<file path="config.mk">
export PLATFORM = sky130hd
export DESIGN_NAME = layer_out_serializer
export DESIGN_NICKNAME = d
export VERILOG_FILES = /design/src/rtl/layer_out_serializer.sv
export SDC_FILE = /design/constraint.sdc
export NUM_CORES = 1
export LEC_CHECK = 0
export CELL_PAD_IN_SITES_DETAIL_PLACEMENT = 1
export CELL_PAD_IN_SITES_GLOBAL_PLACEMENT = 1
export CORE_UTILIZATION = 38
export DETAILED_ROUTE_END_ITERATION = 12
export GPL_ROUTABILITY_DRIVEN = 0
export GPL_TIMING_DRIVEN = 0
export PLACE_DENSITY_LB_ADDON = 0.15
export RECOVER_POWER = 25
export SLEW_MARGIN = 20
export SYNTH_ARGS = -nofsm -noshare
export SYNTH_HDL_FRONTEND = slang
export SYNTH_SLANG_ARGS = --single-unit
</file>
<file path="constraint.sdc">
create_clock -name clk -period 4.2 [get_ports clk]
set_input_delay 1.26 -clock clk [delete_from_list [all_inputs] [get_ports clk]]
set_output_delay 1.26 -clock clk [all_outputs]
set_load 0.005 [all_outputs]
</file>
<file path="src/rtl/layer_out_serializer.sv">
// Collects one frame of parallel neuron outputs, then streams them one word per beat
// in neuron order while tracking the signed argmax of the frame.
module layer_out_serializer #(
   parameter int NN        = 30,
   parameter int dataWidth = 16,
   parameter int idxWidth  = 5
) (
   input  logic                    clk,
   input  logic                    rst,
   input  logic [NN-1:0]           o_valid,
   input  logic [NN*dataWidth-1:0] x_out,
   input  logic                    out_ready,
   input  logic                    clr_err,
   output logic [dataWidth-1:0]    data_out,
   output logic                    data_valid,
   output logic                    data_last,
   output logic [idxWidth-1:0]     max_idx,
   output logic                    busy,
   output logic                    overrun
);

   // state   | meaning
   // COLLECT | latching per-neuron values until every neuron has reported
   // SHIFT   | streaming buffered words, one per accepted beat
   typedef enum logic {COLLECT, SHIFT} state_t;

   localparam logic [idxWidth-1:0] LAST_IDX = idxWidth'(NN - 1);

   state_t                       state_q, state_d;
   logic [NN-1:0]                captured;
   logic [dataWidth-1:0]         buf_mem [NN];
   logic [idxWidth-1:0]          idx;
   logic [idxWidth-1:0]          run_idx;
   logic signed [dataWidth-1:0]  run_max;
   logic signed [dataWidth-1:0]  cur_word;
   logic                         all_in;
   logic                         last_beat;
   logic                         new_max;
   logic                         ovr_set;

   assign cur_word  = buf_mem[idx];
   assign all_in    = &(captured | o_valid);
   assign last_beat = (state_q == SHIFT) && out_ready && (idx == LAST_IDX);
   // Strictly greater keeps the lowest index on ties; idx 0 restarts the search.
   assign new_max   = (idx == '0) || (cur_word > run_max);
   assign ovr_set   = (state_q == COLLECT) ? |(o_valid & captured) : |o_valid;
   assign busy      = (state_q == SHIFT);

   always_comb begin
      state_d = state_q;
      case (state_q)
         COLLECT: if (all_in)    state_d = SHIFT;
         SHIFT:   if (last_beat) state_d = COLLECT;
         default:                state_d = COLLECT;
      endcase
   end

   always_ff @(posedge clk or negedge rst) begin
      if (!rst) begin
         state_q    <= COLLECT;
         captured   <= '0;
         idx        <= '0;
         data_out   <= '0;
         data_valid <= 1'b0;
         data_last  <= 1'b0;
         max_idx    <= '0;
         overrun    <= 1'b0;
         run_max    <= '0;
         run_idx    <= '0;
      end else begin
         state_q <= state_d;
         overrun <= ovr_set | (overrun & ~clr_err);
         if (state_q == COLLECT) begin
            captured   <= captured | o_valid;
            idx        <= '0;
            data_valid <= 1'b0;
            data_last  <= 1'b0;
         end else if (out_ready) begin
            data_out   <= cur_word;
            data_valid <= 1'b1;
            data_last  <= (idx == LAST_IDX);
            if (new_max) begin
               run_max <= cur_word;
               run_idx <= idx;
            end
            if (idx == LAST_IDX) begin
               captured <= '0;
               idx      <= '0;
               max_idx  <= new_max ? idx : run_idx;
            end else begin
               idx <= idx + idxWidth'(1);
            end
         end else begin
            data_valid <= 1'b0;
            data_last  <= 1'b0;
         end
      end
   end

   // Buffer needs no reset: a word is only read after its neuron was captured.
   always_ff @(posedge clk) begin
      if (state_q == COLLECT) begin
         for (int i = 0; i < NN; i++) begin
            if (o_valid[i] && !captured[i])
               buf_mem[i] <= x_out[i*dataWidth +: dataWidth];
         end
      end
   end

endmodule

</file>
==> results of run 1 <==
power breakdown:
group / switching, mW / internal, mW / total [mW] / leakage, nW
sequential: 0.137 / 6.25 / 6.39 / 5.19
combinational: 2.87 / 2.80 / 5.67 / 5.25
clock: 2.30 / 3.15 / 5.45 / 0.990
total: 5.30 / 12.2 / 17.5 / 11.4
worst paths after layout:
check,endpoint,slack (ns),cells after the start
setup / recovery,run_max[4]$_DFFE_PN0P_,-0.21,16
max in group asynchronous,idx[0]$_DFFE_PN0P_,0.86,2
min in group asynchronous,max_idx[4]$_DFFE_PN0P_,1.04,1
setup reg to reg,run_max[4]$_DFFE_PN0P_,-0.21,16
hold / removal,data_out[12]$_DFFE_PN0P_,0.51,1
hold reg to reg,data_out[12]$_DFFE_PN0P_,0.51,1
cells in the mapped netlist, types with 14 or more instances:
cell / number / share of area [%]
edfxtp_1: 480 / 64
mux4_2: 111 / 11
nand2_1: 105 / 1.8
dfrtp_1: 81 / 9.0
o21ai_0: 53 / 1.2
mux2i_1: 50 / 2.2
nor2_1: 45 / 0.75
nor3b_1: 30 / 1.0
inv_1: 24 / 0.40
clkbuf_1: 22 / 0.37
ha_1: 19 / 1.1
mux2_4: 19 / 1.3
a221oi_1: 17 / 0.66
o22ai_1: 16 / 0.45
mux2_2: 15 / 0.75
nor4_1: 14 / 0.39
final cells by class:
class                           count  area share, %
Clock inverter                     48           1.44
Buffer                             59           1.62
Sequential cell                   561           50.7
Tap cell                          765           2.95
Multi-Input combinational cell    568           19.3
Clock buffer                       66           4.76
Timing Repair Buffer              619           18.8
Inverter                           26          0.301
Antenna cell                       22          0.170
repair_timing:
| item | 4_1_cts | 5_1_grt |
|---|---|---|
| pin swaps | 8 | 3 |
| setup buffers | 15 | 3 |
| endpoints found under the setup margin | 26 | 23 |
| resized for setup | 154 | 28 |
| hold endpoints to repair | 0 | 0 |
| cloned | 0 | 1 |
critical path, cell delays in order (launching register included):
cell and delay [ns]:
dfrtp_2 0.45, buf_12 0.17, buf_12 0.16, mux4_2 0.52
nand2_1 0.08, nand2_1 0.17, o22ai_4 0.30, a221oi_4 0.10
ha_1 0.31, nand4_1 0.20, nor3_1 0.10, or3_1 0.38
or4_1 0.40, buf_2 0.19, a21oi_4 0.22, buf_12 0.18
mux2_4 0.30
per-layer routing:
| layer | up-vias | share of wire, % | track usage [%] |
|---|---|---|---|
| met1 | 7430 | 37 | 32.3 |
| met5 | - | 0.19 | 0 |
| met3 | 184 | 6.3 | 5.65 |
| met2 | 530 | 52 | 47.1 |
| li1 | 6284 | - | - |
| met4 | 26 | 4.5 | 12.5 |
cells in the final DEF (no fill, tap or decap), drive strengths merged, types with 3 or more instances in the layout:
master         count
and2               3
mux4             111
clkinvlp           4
diode             22
o22ai             16
a21oi              8
bufinv             8
nand3              4
buf              116
clkinv            32
ha                19
nor3               4
o211ai             3
nor2              45
mux2              34
a22o               3
clkdlybuf4s50    332
nor3b             30
mux2i             50
inv               30
edfxtp           480
o21ai             53
nor2b              3
dlygate4sd3      205
clkbuf            90
a31oi              3
a22oi              8
nand2            105
a221oi            17
dfrtp             81
nor4              14
nand4             13
cells by family after synthesis:
group	count (synthesis)
AO/OA/AOI/OAI	123
AND/OR/NAND/NOR	230
adder cells (fa/ha/maj)	19
XOR/XNOR	1
multiplexers	195
buffers and inverters	86
flip-flops	561
flip-flops by register name (all words and copies together) (netlist names):
signal,cells
run_idx,5
buf_mem,480
data_out,16
data_last,1
run_max,16
max_idx,5
captured,30
overrun,1
data_valid,1
idx,5
busy,1
through the flow:
step	std cells	setup WS (ns)	util [%]
global route	2729	-0.276	55.9
CTS	2708	-0.140	55.5
floorplan	1215	0.353	-
finish	2734	-0.208	55.9
detailed placement	2580	-1.22	50.9
global placement	2518	-1.21	49.7
==> results_dict.tcl, run 1 <==
set metrics [dict create \
    crit_required_ns 4.69 \
    period_share_pct 105 \
    postRouteAntennaNets 0 \
    fill_cells 5362 \
    vias 14500 \
    power_mw 17.5 \
    synth_fa_ha_area_share_pct 1.06 \
    start_kind "register" \
    core_area_um2 58000 \
    rows 88 \
    drt_drc_violations_left 0 \
    critical_path_peak_fanout 10 \
    drt_iter0_drc 877 \
    yosys_warnings 0 \
    dp_hpwl_um 64300 \
    clock_latency_ns 0.64 \
    initial_core_util_pct 38.7 \
    cts_buffers 60 \
    synthDistinctLibCells 56 \
    slew_violations 30 \
    port_buffers 538 \
    synth.ff_latch_count 561 \
    io_pins 539 \
    worstSetupPathType "register to register" \
    clock.fmax_ghz 0.227 \
    cts_tree "done" \
    crit_start "idx[0]$_DFFE_PN0P_" \
    arrival_ns 4.90 \
    area_growth_pct 44.3 \
    seqCellArea_um2 16400 \
    min_from "data_out[12]$_DFFE_PN0P_" \
    dpl_cell_area_um2 29500 \
    worstMarginPinSlew_ns 1.62 \
    multi_input_area_um2 6260 \
    p_leak_nw 11.4 \
    finalWirelength_um 81300 \
    hold_class "register to register" \
    synth_top_family_by_area "multiplexers" \
    holdWs_ns 0.510 \
    syn_inst 1215 \
    via_per_inst 5.29 \
    syn_area_um2 22500 \
    async_flop_share_pct 14.4 \
    die_h_um 245 \
    fin_ws_ns -0.208 \
    synth_ff_type "edfxtp_1" \
    grt_pass1_wl_um 113000 \
    final_area_um2 32400 \
    finalSetupTns_ns -3.74 \
    synth_xor_area_share_pct 0.0390 \
    root_buffer "clkbuf_16" \
    clock_sinks 561 \
    power.density_nw_per_um2 540 \
    wire_per_inst_um 29.7 \
    finalSetupViolations 20 \
    cts_max_level 2 \
    status "complete, but fails checks" \
    synth-simple-area-share_pct 4.92 \
    first_global_vias 16000 \
    synth_compound_area_share_pct 3.57 \
    vdd_drop_max_mv 0.377 \
    syn_avg_cell_area_um2 18.5 \
    skew_ns 0.0319 \
    die_x_um 245 \
    synth_seq_area_share_pct 73.2 \
    r2r-start "idx[0]$_DFFE_PN0P_" \
    dr.pass1.iters 5 \
    grt_overflow 0 \
    cts_hold_buf 0 \
    finalCriticalPeriod_ns 4.41 \
    violations "capacitance limit, slew limit, setup timing" \
    die_area_um2 60100 \
    clkTransAtPathRegs_ns 0.06 \
    antenna_found_initial 36 \
    synthMuxAreaShare_pct 15.4 \
    nNetsFinal 2428 \
    relSlewSlack_pct -8.15 \
    timing.final.hold_violations 0 \
    crit_path_end_kind "register" \
    syn_nets 1748 \
    drive_above_1_share_pct 24.1 \
    clock_path_buffers 3 \
    grt_max_degree 54 \
    synth_edf_count 480 \
    rsz0062_at_grt "true" \
    grt_use_total_pct 27.2 \
    maxCapViolCount 1 \
]
No activity file was read; power rests on OpenSTA's default activity.
==> inputs of run 2 (changes only) <==
--- a/config.mk
+++ b/config.mk
@@ -7,6 +7,7 @@
 export LEC_CHECK = 0
 export CELL_PAD_IN_SITES_DETAIL_PLACEMENT = 1
 export CELL_PAD_IN_SITES_GLOBAL_PLACEMENT = 1
+export CORE_MARGIN = 1.5
 export CORE_UTILIZATION = 38
 export DETAILED_ROUTE_END_ITERATION = 12
 export GPL_ROUTABILITY_DRIVEN = 0
==> run 2 against run 1 <==
  * The flow still finishes with violations (capacitance limit, slew limit, setup timing)
  * Clock skew fell by 0.0063 ns
  * Worst setup slack improved by 0.10 ns
  * First-iteration DRC count rose by 16%
  * Die area rose by 0.82%
  * Register-to-register slack improved by 0.10 ns
  * Sequential cell count did not move
  * Combinational power rose by 11%
  * Non-clock buffer count rose by 21
  * Cell count rose by 0.80%
  * Critical path depth rose by 1
  * Sequential share of layout area fell by 0.61 points
  * Clock power fell by 6.2%
  * Critical path type unchanged
==> results_dict.tcl, run 2 (same netlist as run 1, synthesis figures left out) <==
set metrics [dict create \
    fin_ws_ns -0.104 \
    skew_ns 0.0256 \
    swShare_pct 30.7 \
    combPwrFrac_pct 35.4 \
    via_per_inst 5.33 \
    cts_hold_buf 0 \
    cts_tree "done" \
    grt_max_degree 47 \
    fill_cells 5384 \
    status "complete, but fails checks" \
    grt_pass1_wl_um 114000 \
    top_register "buf_mem" \
    rsz0062_at_grt "true" \
    largest_reg_flops 480 \
    wire_per_inst_um 30.3 \
    r2r_setup_slack_ns -0.10 \
    vdd_drop_max_mv 0.371 \
    final_cell_mix "edfxtp_1 (480), clkdlybuf4s50_1 (291), dlygate4sd3_1 (246)" \
    port_buffers 538 \
    die_h_um 246 \
    crit_required_ns 4.70 \
    grt_overflow 0 \
    grt_use_total_pct 27.1 \
    p_sw_mw 5.45 \
    antenna_found_initial 48 \
    dp_hpwl_um 64200 \
    relSlewSlack_pct -44.2 \
    maxCapViolCount 1 \
    post-route-util_pct 56.6 \
    vias 14700 \
    clock.fmax_ghz 0.232 \
    root_buffer "clkbuf_16" \
    first_global_vias 15900 \
    clkTransAtPathRegs_ns 0.06 \
    finalWirelength_um 83400 \
    crit_path_end_kind "register" \
    drt_iter0_drc 1013 \
    drt_drc_violations_left 0 \
    largest_registers "buf_mem x480, captured x30" \
    timing.final.hold_violations 0 \
    p_int_mw 12.3 \
    p_seq_share_pct 35.9 \
    nNetsFinal 2449 \
    power.density_nw_per_um2 542 \
    multi_input_area_um2 6450 \
    clock_sinks 561 \
    min_path_cells 2 \
    seqCellArea_um2 16400 \
    hold_class "register to register" \
    core_area_um2 58000 \
    worstSetupPathType "register to register" \
    die_x_um 246 \
    initial_core_util_pct 38.7 \
    dr.pass1.iters 7 \
    clock_latency_ns 0.64 \
    cts_buffers 60 \
    io_pins 539 \
    cts_max_level 2 \
    critical_path_peak_fanout 6 \
    die_area_um2 60600 \
    finalCriticalPeriod_ns 4.30 \
    violations "capacitance limit, slew limit, setup timing" \
    holdWs_ns 0.497 \
    clkPwrFrac_pct 28.7 \
    p_leak_nw 11.5 \
    start_kind "register" \
    rr_worst_depth 17 \
    slew_violations 36 \
    finalSetupViolations 20 \
    rows 88 \
    arrival_ns 4.80 \
    area_growth_pct 46.1 \
    final_common_cell "edfxtp_1" \
    period_share_pct 102 \
    postRouteAntennaNets 0 \
    clock_path_buffers 3 \
    worstMarginPinSlew_ns 2.16 \
    drive_above_1_share_pct 25.4 \
]
run 2: changes by cell type in the layout (fill, tap and decap cells not counted), sizes merged:
cell / delta
clkdlybuf4s50: -41
dlygate4sd3: +41
buf: +19
clkbuf: +12
clkinv: -7
diode: +7
bufinv: -4
inv: -3
clkdlybuf4s15: -1
clkinvlp: -1
run 2: path summary, 6_finish.rpt:
path / start / end
max reg2reg: idx[0]$_DFFE_PN0P_ / run_max[5]$_DFFE_PN0P_
min: max_idx[0]$_DFFE_PN0P_ / max_idx[0]$_DFFE_PN0P_
max in group asynchronous: rst / data_out[9]$_DFFE_PN0P_
min in group asynchronous: rst / data_out[4]$_DFFE_PN0P_
min reg2reg: max_idx[0]$_DFFE_PN0P_ / max_idx[0]$_DFFE_PN0P_
max: idx[0]$_DFFE_PN0P_ / run_max[5]$_DFFE_PN0P_
run 2: routing by layer:
layer,GRT usage (%),share of wire (%),vias up,wire length (um)
li1,-,-,6325,-
met1,32.2,37,7631,30600
met2,47.9,53,544,44600
met3,5.68,6.0,169,5040
met4,10.8,3.6,26,3010
met5,0,0.20,-,166
run 2: per-stage QoR:
stage | setup slack (ns) | area, um^2 | instances | TNS (ns) | total power, mW
after global placement | -1.23 | 28800 | 2518 | -441.69 | 11.3
after detailed placement | -1.20 | 29500 | 2580 | -28.41 | 11.4
after global routing | -0.163 | 32800 | 2746 | -2.91 | 18.4
after floorplan | 0.353 | 22500 | 1215 | 0 | 9.30
after CTS | -0.0695 | 32100 | 2701 | -1.15 | 17.2
final | -0.104 | 32800 | 2756 | -1.65 | 17.8
run 2: repair_timing:
item                       CTS  global route
pin swaps                    6            15
setup endpoints to repair   26            21
buffers inserted            14            22
resized for setup          159            81
cloned                       0             5
run 2: critical path, cell delays in order, from the launching register on:
cell       delay (ns)
dfrtp_2          0.42
buf_12           0.16
buf_16           0.15
buf_8            0.14
mux4_2           0.54
nand2_2          0.09
nand2_2          0.07
o22ai_4          0.28
a221oi_2         0.10
ha_1             0.36
buf_4            0.12
nand4b_1         0.09
or3_1            0.38
or4_4            0.49
a21oi_4          0.18
buf_12           0.14
clkbuf_16        0.15
mux2_4           0.29
run 2: power by group through the flow:
stage / sequential [mW] / clock [mW] / combinational, mW
floorplan: 6.46 / 0 / 2.84
global placement: 6.48 / 0 / 4.87
detailed placement: 6.48 / 0 / 4.95
CTS: 6.38 / 5.20 / 5.62
global route: 6.41 / 5.41 / 6.63
finish: 6.39 / 5.11 / 6.29
run 2: cell type report:
cell class / instances / share of cell area [%]
clock inverter: 33 / 0.835
multi-input combinational: 568 / 19.6
sequential: 561 / 50.1
antenna: 29 / 0.221
inverter: 26 / 0.297
timing repair buffer: 641 / 19.5
clock buffer: 75 / 4.81
tap: 765 / 2.92
buffer: 58 / 1.71
